--- src/rtl/lvds_tx_word_fifo.sv ---
// Word FIFO feeding the LVDS link transmitter: buffers 31-bit payload words and
// presents the head word with bit 31 forced high as a valid marker.
module lvds_tx_word_fifo #(
    parameter int DEPTH = 8,
    parameter int AW    = 3
) (
    input  logic          tx_inclock,
    input  logic          reset_n,
    input  logic          flush,
    input  logic [30:0]   wr_data,
    input  logic          wr_en,
    output logic          wr_rdy,
    output logic [31:0]   enq_tx,
    output logic          RDY_enq_tx,
    input  logic          EN_enq_tx,
    output logic [AW:0]   count,
    output logic [15:0]   sent_cnt,
    output logic          overflow,
    output logic          underflow
);

    localparam logic [AW:0] FULL_CNT = DEPTH[AW:0];

    logic [30:0]   mem [DEPTH];
    logic [AW-1:0] wp;
    logic [AW-1:0] rp;
    logic          push;
    logic          pop;

    // Handshakes: a push is accepted when wr_en && wr_rdy and a pop when
    // EN_enq_tx && RDY_enq_tx, both at the rising edge; ready flags depend only
    // on registered count, never on the request inputs.
    assign wr_rdy     = (count != FULL_CNT);
    assign RDY_enq_tx = (count != '0);
    assign push       = wr_en && wr_rdy;
    assign pop        = EN_enq_tx && RDY_enq_tx;
    assign enq_tx     = RDY_enq_tx ? {1'b1, mem[rp]} : 32'h0000_0000;

    always_ff @(posedge tx_inclock) begin
        if (reset_n && !flush && push) begin
            mem[wp] <= wr_data;
        end
    end

    always_ff @(posedge tx_inclock) begin
        if (!reset_n) begin
            wp        <= '0;
            rp        <= '0;
            count     <= '0;
            sent_cnt  <= '0;
            overflow  <= 1'b0;
            underflow <= 1'b0;
        end else if (flush) begin
            wp    <= '0;
            rp    <= '0;
            count <= '0;
        end else begin
            if (push) begin
                wp <= wp + 1'b1;
            end
            if (pop) begin
                rp       <= rp + 1'b1;
                sent_cnt <= sent_cnt + 16'd1;
            end
            case ({push, pop})
                2'b10:   count <= count + 1'b1;
                2'b01:   count <= count - 1'b1;
                default: count <= count;
            endcase
            if (wr_en && !wr_rdy) begin
                overflow <= 1'b1;
            end
            if (EN_enq_tx && !RDY_enq_tx) begin
                underflow <= 1'b1;
            end
        end
    end

endmodule

--- config.mk ---
export PLATFORM = sky130hd
export DESIGN_NAME = lvds_tx_word_fifo
export DESIGN_NICKNAME = d
export VERILOG_FILES = /design/src/rtl/lvds_tx_word_fifo.sv
export SDC_FILE = /design/constraint.sdc
export NUM_CORES = 1
export LEC_CHECK = 0
export ABC_AREA = 0
export ABC_CLOCK_PERIOD_IN_PS = 6400
export BUFFER_PORTS_ARGS = -buffer_cell sky130_fd_sc_hd__buf_2
export CAP_MARGIN = 40
export CORE_ASPECT_RATIO = 0.75
export CORE_UTILIZATION = 60
export DETAILED_ROUTE_END_ITERATION = 8
export MAX_ROUTING_LAYER = met4
export PLACE_DENSITY_LB_ADDON = 0.2
export SETUP_SLACK_MARGIN = 0.15
export SYNTH_ARGS = -nofsm -noshare
export SYNTH_HDL_FRONTEND = slang
export SYNTH_SLANG_ARGS = --single-unit
--- constraint.sdc ---
create_clock -name tx_inclock -period 6.4 [get_ports tx_inclock]
set_input_delay 0.64 -clock tx_inclock [delete_from_list [all_inputs] [get_ports tx_inclock]]
set_output_delay 0.64 -clock tx_inclock [all_outputs]
set_load 0.02 [all_outputs]
==> results_dict.tcl <==
set metrics [dict create \
    htree_num_levels 1 \
    port_buffers 91 \
    drc 0 \
    worstHoldPathType "in -> reg" \
    timing.fmax_ghz 0.276 \
    finalInstanceArea_mm2 0.0126 \
    cts_setup_buffers 0 \
    synthCells 584 \
    antenna_found_initial 1 \
    grt.total_usage_pct 24.2 \
    wl_per_cell_um 22.2 \
    design.core.area_mm2 0.0178 \
    reg2reg_slack_ns 3.39 \
    vias_per_cell 6.01 \
    vias 5695 \
    ant_nets 0 \
    seq_area_frac_synth_pct 73.7 \
    cap_violations 0 \
    gp_congestion 0.760 \
    status "completed" \
    slowest_delay_ns 0.70 \
    max_slew_margin_pct 46.2 \
    drt-pass1-iter-count 5 \
    drt_iter0_drc 442 \
    cts_hold_buf 0 \
    ys_types 42 \
    grt_max_degree 51 \
    hold_start "wr_data[20]" \
    slew_viol_final 0 \
    placed_cell_area_mm2 0.0118 \
    area_growth_pct 15.2 \
    r2r_end "mem[0][28]" \
    cts_buffers 27 \
    dp_hpwl_um 11900 \
    syn_area_per_cell_um2 18.7 \
    synthFlopType "edfxtp_1" \
    grt_pass1_vias 5818 \
    final_common_cell "edfxtp_1" \
    gr-total-overflow 0 \
    critPathKind "reg -> out" \
    reg2reg_depth 5 \
    dieHeight_um 119 \
    fin_skew_ns 0.0195 \
    r2r_start "count[1]" \
    drive_gt1_share_pct 31.4 \
    start_kind "flip-flop" \
    synth-seq-cells 279 \
    initial_utilization_pct 61.6 \
    synth_fp_nets 625 \
    cts.sinks 279 \
    die_area_mm2 0.0188 \
    worstPathRequired_ns 5.76 \
    place_ws_ns 3.06 \
    routed_wl_um 21000 \
    cp_data_arrival_time_ns 2.98 \
    finalSetupViolations 0 \
    hold_viol 0 \
    cts_tree "built" \
    mostFrequentLayoutCells "edfxtp_1, buf_2, mux4_2" \
    min_path_cells 1 \
    synth_edf_count 248 \
    power_density_mw_per_mm2 291 \
    pin_count 92 \
    tightest_slew_ns 0.802 \
    yosysWarnings 0 \
    ir_drop_uv 213 \
    ctsResizeCount 0 \
    rsz0062_at_grt "false" \
    worstSkewPairLatency_ns 0.54 \
    post-route-min-period_ns 3.62 \
    final_core_util_pct 71.0 \
    cp_cell_sequence "buf_4, mux4_2, mux2i_1, nor2_1, buf_2" \
    num_rows 42 \
    clk_path_buf_depth 3 \
    period_share_pct 56.6 \
    yosysTopAreaCell "edfxtp_1" \
    fillers 1166 \
    synth_async_sr_flop_share_pct 0 \
    synth_top_area_share_pct 68.0 \
    path_clk_slew_ns 0.06 \
    nets 725 \
    endpoint_kind "output pin" \
    setup_ws_ns 2.78 \
    tns_ns 0 \
    p_leak_nw 4.14 \
    crit_fanout 36 \
    syn_area_mm2 0.0109 \
    hold_end "mem[4][20]" \
    grt_pass1_wl_um 32500 \
    cts-root-buf "clkbuf_16" \
    yosys-top-cells-area "edfxtp_1, mux4_2, dfxtp_1" \
    cp_slowest_cell "dfxtp_4" \
    fp.dieW_um 158 \
]
## area by class of cell
class	count	area, um^2	area share [%]
flip-flops and latches	279	8070	64.1
multi-input cells	268	2780	22.0
clock buffers	28	679	5.39
repair buffers	105	606	4.80
well taps	242	303	2.40
clock inverters	21	151	1.20
inverters	3	11.3	0.0893
diodes	1	2.50	0.0199
## worst max path at each step
stage	end	slack, ns
3_5_place_dp	mem[0][27]	3.06
6_report	enq_tx[21]	2.78
2_1_floorplan	mem[0][0]	2.15
3_3_place_gp	mem[0][27]	3.18
5_1_grt	enq_tx[17]	2.53
4_1_cts	enq_tx[21]	2.64
## cells in the mapped netlist, types with 2 or more instances
library cell  number
dfxtp_1           31
o41ai_1            3
clkbuf_1          17
buf_2              9
ha_1               5
inv_1              3
xnor2_1            5
nor4_1             4
o21ai_0            5
nor3_1             3
buf_1              6
mux2i_1           33
edfxtp_1         248
xor2_1             8
nor2b_1            2
nand2_1           10
o31ai_1            4
nand4_1            5
or3_1              8
or4_1              5
o311ai_0           2
nand2b_1           6
mux4_2            62
a21oi_1           12
nand3_1           14
nor2_1            58
## sequential cells by signal, summed over array words and instances (netlist names), named ones only
name and cells:
rp 3, sent_cnt 16, mem 248, count 4, overflow 1, wp 3
underflow 1
## through the flow
step | hold slack [ns] | power (mW) | instances
detailed placement | 0.460 | 2.22 | 897
floorplan | 0.462 | 2.15 | 584
global route | 0.361 | 3.78 | 947
global placement | 0.448 | 2.21 | 894
CTS | 0.347 | 3.69 | 946
finish | 0.369 | 3.67 | 947
## routing by layer
metal  vias up  track usage [%]  part of all wire, %
met2       178             38.5                   49
met1      2945             33.4                   43
li1       2542                -                    -
met4         0             4.93                  1.7
met5         -                -                    0
met3        30             4.40                  5.9
## power breakdown
part	internal [mW]	switching [mW]	total [mW]
logic	0.0641	0.115	0.179
registers	1.99	0.0112	2.00
clock network	0.847	0.638	1.49
## logic make-up after synthesis
| kind of cell | Yosys count | share of synthesized area [%] |
|---|---|---|
| flip-flops | 279 | 73.7 |
| AND/OR/NAND/NOR | 124 | 5.58 |
| multiplexers | 95 | 15.8 |
| buffers and inverters | 37 | 1.47 |
| AO/OA/AOI/OAI | 31 | 1.84 |
| XOR/XNOR | 13 | 1.04 |
| adder cells (fa/ha/maj) | 5 | 0.572 |
## worst max-delay path: cells and delay by family (launching register included)
kind / cells / cell delay [ns]
AND/OR/NAND/NOR: 1 / 0.10
buffers and inverters: 2 / 0.87
multiplexers: 2 / 0.76
flip-flops: 1 / 0.70
Note: power is estimated with default switching activity, not from simulation.
